File: src/rtl/sound_sequencer.sv
// Note-queue controller for SoundGenerator: buffers (duration, half-period) notes,
// plays them back-to-back, times rests and inter-note gaps, and supports abort.
module sound_sequencer #(
   parameter int CLOCK_HZ   = 10_000_000,
   parameter int FIFO_DEPTH = 8,
   parameter int GAP_MS     = 20
) (
   input  logic                          Clock,
   input  logic                          Reset,
   input  logic                          Write_i,
   input  logic [15:0]                   Duration_ms_i,
   input  logic [15:0]                   HalfPeriod_us_i,
   input  logic                          Abort_i,
   output logic                          Full_o,
   output logic                          Empty_o,
   output logic [$clog2(FIFO_DEPTH):0]   Count_o,
   output logic                          GenRequest_o,
   output logic [15:0]                   GenDuration_ms_o,
   output logic [15:0]                   GenHalfPeriod_us_o,
   input  logic                          GenBusy_i,
   input  logic                          GenDone_i,
   output logic                          Busy_o,
   output logic                          Done_o
);

   localparam int PTR_W    = $clog2(FIFO_DEPTH);
   localparam int CNT_W    = PTR_W + 1;
   localparam int PRESC_TC = CLOCK_HZ / 1000 - 1;
   localparam int PRESC_W  = (PRESC_TC > 0) ? $clog2(PRESC_TC + 1) : 1;

   localparam logic [PRESC_W-1:0] PRESC_LAST = PRESC_W'(PRESC_TC);
   localparam logic [CNT_W-1:0]   DEPTH_CNT  = CNT_W'(FIFO_DEPTH);
   localparam logic [15:0]        GAP_LOAD   = 16'(GAP_MS);
   localparam bit                 GAP_EN     = (GAP_MS != 0);

   localparam logic [2:0] S_IDLE   = 3'd0;
   localparam logic [2:0] S_FETCH  = 3'd1;
   localparam logic [2:0] S_DECIDE = 3'd2;
   localparam logic [2:0] S_ISSUE  = 3'd3;
   localparam logic [2:0] S_PLAY   = 3'd4;
   localparam logic [2:0] S_REST   = 3'd5;
   localparam logic [2:0] S_GAP    = 3'd6;

   logic [2:0]         r_state;
   logic [31:0]        r_mem [FIFO_DEPTH];
   logic [PTR_W-1:0]   r_wr_ptr;
   logic [PTR_W-1:0]   r_rd_ptr;
   logic [CNT_W-1:0]   r_count;
   logic [15:0]        r_note_dur;
   logic [15:0]        r_note_hp;
   logic [15:0]        r_gen_dur;
   logic [15:0]        r_gen_hp;
   logic [15:0]        r_remain;
   logic [PRESC_W-1:0] r_presc;
   logic               r_done;

   logic               w_full;
   logic               w_empty;
   logic               w_push;
   logic               w_pop;
   logic               w_tick;
   logic               w_timer_last;
   logic               w_abort_silence;
   logic [2:0]         w_next_state;
   logic               w_set_done;
   logic               w_enter_timer;
   logic [15:0]        w_timer_load;
   logic               w_load_gen;
   logic               w_note_end;
   logic               w_gap_end;

   assign w_full  = (r_count == DEPTH_CNT);
   assign w_empty = (r_count == '0);

   // A write while full is lost even if the same cycle pops; abort drops writes too.
   assign w_push = Write_i && !w_full && !Abort_i;
   assign w_pop  = (r_state == S_FETCH) && !Abort_i;

   assign w_tick       = (r_presc == PRESC_LAST);
   assign w_timer_last = w_tick && (r_remain == 16'd1);

   assign w_abort_silence = Abort_i &&
                            ((r_state == S_ISSUE) || (r_state == S_PLAY) || GenBusy_i);

   always_comb begin
      w_next_state  = r_state;
      w_set_done    = 1'b0;
      w_enter_timer = 1'b0;
      w_timer_load  = GAP_LOAD;
      w_load_gen    = 1'b0;
      w_note_end    = 1'b0;
      w_gap_end     = 1'b0;
      case (r_state)
         S_IDLE:   if (!w_empty) w_next_state = S_FETCH;
         S_FETCH:  w_next_state = S_DECIDE;
         S_DECIDE: begin
            if (r_note_dur == 16'd0) begin
               w_next_state = w_empty ? S_IDLE : S_FETCH;
            end else if (r_note_hp == 16'd0) begin
               w_next_state  = S_REST;
               w_enter_timer = 1'b1;
               w_timer_load  = r_note_dur;
            end else begin
               w_next_state = S_ISSUE;
               w_load_gen   = 1'b1;
            end
         end
         S_ISSUE:  w_next_state = S_PLAY;
         S_PLAY:   if (GenDone_i) w_note_end = 1'b1;
         S_REST:   if (w_timer_last) w_note_end = 1'b1;
         S_GAP:    if (w_timer_last) w_gap_end = 1'b1;
         default:  w_next_state = S_IDLE;
      endcase

      // Every played note or rest is followed by the gap unless the gap is disabled.
      if (w_note_end && GAP_EN) begin
         w_next_state  = S_GAP;
         w_enter_timer = 1'b1;
         w_timer_load  = GAP_LOAD;
      end else if (w_note_end || w_gap_end) begin
         w_next_state = w_empty ? S_IDLE : S_FETCH;
         w_set_done   = w_empty;
      end

      if (Abort_i) begin
         w_next_state  = S_IDLE;
         w_set_done    = 1'b0;
         w_enter_timer = 1'b0;
         w_load_gen    = 1'b0;
      end
   end

   always_ff @(posedge Clock or negedge Reset) begin
      if (!Reset) begin
         r_state   <= S_IDLE;
         r_wr_ptr  <= '0;
         r_rd_ptr  <= '0;
         r_count   <= '0;
         r_presc   <= '0;
         r_remain  <= '0;
         r_done    <= 1'b0;
         r_gen_dur <= '0;
         r_gen_hp  <= '0;
      end else begin
         r_state <= w_next_state;
         r_done  <= w_set_done;

         if (Abort_i) begin
            r_wr_ptr <= '0;
            r_rd_ptr <= '0;
            r_count  <= '0;
         end else begin
            if (w_push) r_wr_ptr <= r_wr_ptr + 1'b1;
            if (w_pop)  r_rd_ptr <= r_rd_ptr + 1'b1;
            if (w_push && !w_pop)      r_count <= r_count + 1'b1;
            else if (!w_push && w_pop) r_count <= r_count - 1'b1;
         end

         // The ms prescaler only runs while timing silence and restarts on each entry.
         if (w_enter_timer) begin
            r_presc  <= '0;
            r_remain <= w_timer_load;
         end else if (((r_state == S_REST) || (r_state == S_GAP)) && !Abort_i) begin
            r_presc <= w_tick ? '0 : r_presc + 1'b1;
            if (w_tick) r_remain <= r_remain - 16'd1;
         end else begin
            r_presc <= '0;
         end

         if (w_abort_silence) begin
            r_gen_dur <= 16'd0;
            r_gen_hp  <= 16'd1;
         end else if (w_load_gen) begin
            r_gen_dur <= r_note_dur;
            r_gen_hp  <= r_note_hp;
         end
      end
   end

   always_ff @(posedge Clock) begin
      if (w_push) r_mem[r_wr_ptr] <= {Duration_ms_i, HalfPeriod_us_i};
      if (w_pop)  {r_note_dur, r_note_hp} <= r_mem[r_rd_ptr];
   end

   assign Full_o             = w_full;
   assign Empty_o            = w_empty;
   assign Count_o            = r_count;
   assign Busy_o             = (r_state != S_IDLE);
   assign Done_o             = r_done;
   assign GenRequest_o       = (r_state == S_ISSUE) || w_abort_silence;
   assign GenDuration_ms_o   = w_abort_silence ? 16'd0 : r_gen_dur;
   assign GenHalfPeriod_us_o = w_abort_silence ? 16'd1 : r_gen_hp;

endmodule

File: config.mk
export PLATFORM = sky130hd
export DESIGN_NAME = sound_sequencer
export DESIGN_NICKNAME = d
export VERILOG_FILES = /design/src/rtl/sound_sequencer.sv
export SDC_FILE = /design/constraint.sdc
export NUM_CORES = 1
export LEC_CHECK = 0
export ABC_AREA = 1
export CORE_MARGIN = 4
export CORE_UTILIZATION = 56
export CTS_BUF_LIST = sky130_fd_sc_hd__clkbuf_2 sky130_fd_sc_hd__clkbuf_4 sky130_fd_sc_hd__clkbuf_8
export DETAILED_ROUTE_END_ITERATION = 10
export PLACE_DENSITY = 0.75
export SYNTH_ARGS = -nofsm -noshare
export SYNTH_HDL_FRONTEND = slang
export SYNTH_SLANG_ARGS = --single-unit
export TNS_END_PERCENT = 20
File: constraint.sdc
create_clock -name Clock -period 3.6 [get_ports Clock]
set_input_delay 0.54 -clock Clock [delete_from_list [all_inputs] [get_ports Clock]]
set_output_delay 0.54 -clock Clock [all_outputs]
set_load 0.03 [all_outputs]
==> results.md <==
- Top cell by count, worst path: nand2_1
- Average wire per standard cell: 17.3 um
- Synthesized Nets: 1443
- CP Data Required Time: 3060 ps
- Hold buffers post-CTS: 0
- Nets: 1534
- Largest family of logic cells by synthesized area: simple AND/OR/NAND/NOR gates
- Mux share of post-synthesis cell area: 0%
- Worst path top cell family by delay: buffers and inverters
- Clock transition at the registers of the reported paths: 60 ps
- Clock Sinks: 364
- Least-Margin Pin Slew: 987 ps
- Detail Placement HPWL: 19300 um
- Fillers: 2070
- Setup repair bufs after CTS: 0
- Vias: 10400
- Setup Skew: 17.9 ps
- Clock latency on the worst-skew pair: 600 ps
- Area share of fa/ha/maj cells after synthesis: 0.704%
- Final core occ: 65.3%
- Cell Area, Placed: 16500 sq um
- Total CTS buffers: 57
- Vias per inst: 5.53
- Max-cap violation count: 0
- Hold Violations, Final: 0
- GRT Util Overall: 21.6%
- Buffers plus inverters on the worst setup path: 3
- Minimum clock period: 3340 ps
- Status: finished, final reports clean
- Leakage: 0.00674 uW
- Global-route wire length before repair: 52400 um
- Die Span Y: 173 um
- R2R cell count: 9
- CTS tree: yes
- Crit-path max FO: 32
- Initial antenna violation count: 0
- PnR worst setup slack: 262 ps
- Slew HR: 34.2%
- FMAX: 0.300 GHz
- Commonest cells in the synthesized netlist: nor2_1 (321), edfxtp_1 (288), o21ai_0 (152), nand2_1 (149), inv_1 (115)
- Part of the cycle the worst path needs: 92.7%
- Crit path max-delay cell type: clkinvlp_4
- Die area: 30000 sq um
- Async set-or-reset flop fraction in the synthesized netlist: 20.9%
- CP Class: reg -> out
- Setup TNS: 0 ps
- Io pins: 79
- Largest area contributor in the netlist: edfxtp_1
- WHS: 87.3 ps
- Root Buffer: clkbuf_8
- Yosys top cell area share: 56.6%
- Critical R2R Capture: r_mem[0][26]
- R2r setup slk: 1240 ps
- #FFs+latches synth: 364
- Critical Path AT: 2800 ps
- Layout cell share with drive strength beyond 1: 9.72%
- CP peak stage delay: 520 ps
- Gpl congestion: 0.847
- Top cells by area, synth: edfxtp_1 (57%), dfrtp_1 (12%), nor2_1 (7.9%), o21ai_0 (5.0%), nand2_1 (3.7%)
- Area of the mapped netlist: 15300 sq um
- Worst VDD drop: 0.450 mV
- Layout area overhead: 14.9%
- Grt total ovfl: 0
- Synth Area in Compound Gates: 9.45%
- Unique masters post-synth: 39
- RSZ-0062 raised after global routing: false
- Area share of xor/xnor cells in the synthesized design: 0.631%
- # rows: 60
- DRT Wirelength: 32400 um
- Setup crit end kind: output port
- H-tree levels: 2
- Final setup viols: 0
- Largest net degree at the start of global routing: 130
- Post-synthesis area per instance: 10.9 sq um
- R2r startpoint: Count_o[1]
- Clock Tree Buf Depth: 3
- PwrDens: 676 nW/um^2
- Detailed-router iteration count before antenna repair: 5
- Core Area: 26900 sq um
- Most instantiated library cell after synthesis: nor2_1
- DRC viols: 0
- Synthesized instance count: 1397
- EDFF count, synth: 288
- Number of global-route vias before repair: 10200
- Die width: 173 um
- IO buf count: 78
- Initial Utilization: 56.8%
- Critical path, cell by cell: inv_2 > nand3_1 > nand2_1 > nand2_1 > clkinvlp_4 > nor2_1 > dlygate4sd2_1
- Cts repair resizes: 32
- Max-slew violations: 0
- Critical path startpoint category: flop
- Ys Warns: 0
- ANT cells: 0
- Sequential share of the synthesized area: 69.1%
- Hold crit path type: in -> async
- Synth Area in Simple Gates: 15.2%
- Number of DRC markers in iteration 0: 903
- Final instance area: 17500 sq um
- Top_reg_cell synth: edfxtp_1
- Pre-CTS setup slack: 309 ps
- Antenna viol nets, final: 0
[final cells by class]
type | instances | area, sq um | area share [%]
inverter | 121 | 458 | 2.61
clock inverter | 23 | 131 | 0.749
sequential | 364 | 10600 | 60.1
timing repair buffer | 98 | 977 | 5.57
tap | 341 | 427 | 2.43
multi-input combinational | 846 | 4040 | 23.0
clock buffer | 81 | 965 | 5.50
[sequential cells by signal, indices dropped and copies added (netlist names)]
register / flops
r_mem: 256
r_gen_dur: 16
r_gen_hp: 16
r_note_dur: 16
r_note_hp: 16
r_remain: 16
r_presc: 14
Count_o: 4
r_rd_ptr: 3
r_state: 3
r_wr_ptr: 3
Done_o: 1
[cells in the final DEF, fill, tap and decap left out, types with 3 or more instances in the layout]
cell	count
nor2_1	312
clkdlybuf4s50_1	46
a31oi_1	32
nor2_2	7
o21ai_1	4
inv_2	8
clkbuf_4	24
xor2_1	10
nand4_1	7
clkbuf_8	57
inv_1	112
nor2_4	10
buf_12	7
nand3_1	60
clkinv_1	17
dlygate4sd2_1	31
buf_4	14
nand2_2	3
clkinv_2	3
edfxtp_1	288
ha_1	7
a21oi_1	10
nand3_2	4
o22ai_1	57
nor3_1	5
dfrtp_1	74
nand2_1	149
o21ai_0	152
[routing by layer]
layer / wire length, um / vias to the layer above / share of wire (%) / track usage, %
li1: - / 5002 / - / -
met1: 14000 / 4917 / 43 / 29.1
met2: 15700 / 377 / 48 / 36.1
met3: 1990 / 65 / 6.1 / 3.65
met4: 782 / 0 / 2.4 / 7.18
met5: 0 / - / 0 / 0
[kinds of logic (layout without fill, tap and decap cells)]
family | count (synthesis) | after routing
AOI/OAI and AO/OA | 262 | 262
adders and majority gates | 8 | 8
xor gates and xnor gates | 11 | 11
and+or+nand+nor | 565 | 565
buffers and inverters | 187 | 323
DFF | 364 | 364
[report_power, final]
part | switching [uW] | internal [uW] | leakage, uW | total (uW)
Combinational | 2240 | 1010 | 0.00254 | 3260
Clock | 1530 | 1800 | 0.000585 | 3330
Sequential | 209 | 5060 | 0.00361 | 5270
Total | 3980 | 7870 | 0.00674 | 11900
[metrics by stage]
step,cells,total power (uW)
6_report,1874,11900
5_1_grt,1874,12500
4_1_cts,1874,11900
3_5_place_dp,1770,8680
3_3_place_gp,1770,8570
2_1_floorplan,1397,7570
[worst max-delay path by stage]
| stage | start | endpoint | slack [ps] | cells past startpoint |
|---|---|---|---|---|
| finish | r_state[2] | GenHalfPeriod_us_o[15] | 260 | 7 |
| global route | r_state[1] | GenHalfPeriod_us_o[12] | 30 | 7 |
| CTS | r_state[2] | GenHalfPeriod_us_o[15] | 230 | 7 |
| detailed placement | GenBusy_i | GenHalfPeriod_us_o[15] | 310 | 7 |
| global placement | GenBusy_i | GenDuration_ms_o[3] | 360 | 7 |
| floorplan | Count_o[2] | r_mem[0][0] | 660 | 8 |
[worst reg2reg max path, delay by kind of cell (launching register included)]
kind                   cells  cell delay [ps]
buffers and inverters      3              530
and+or+nand+nor            6             1120
DFF                        1              400
Power figures use the tool's default switching activity.
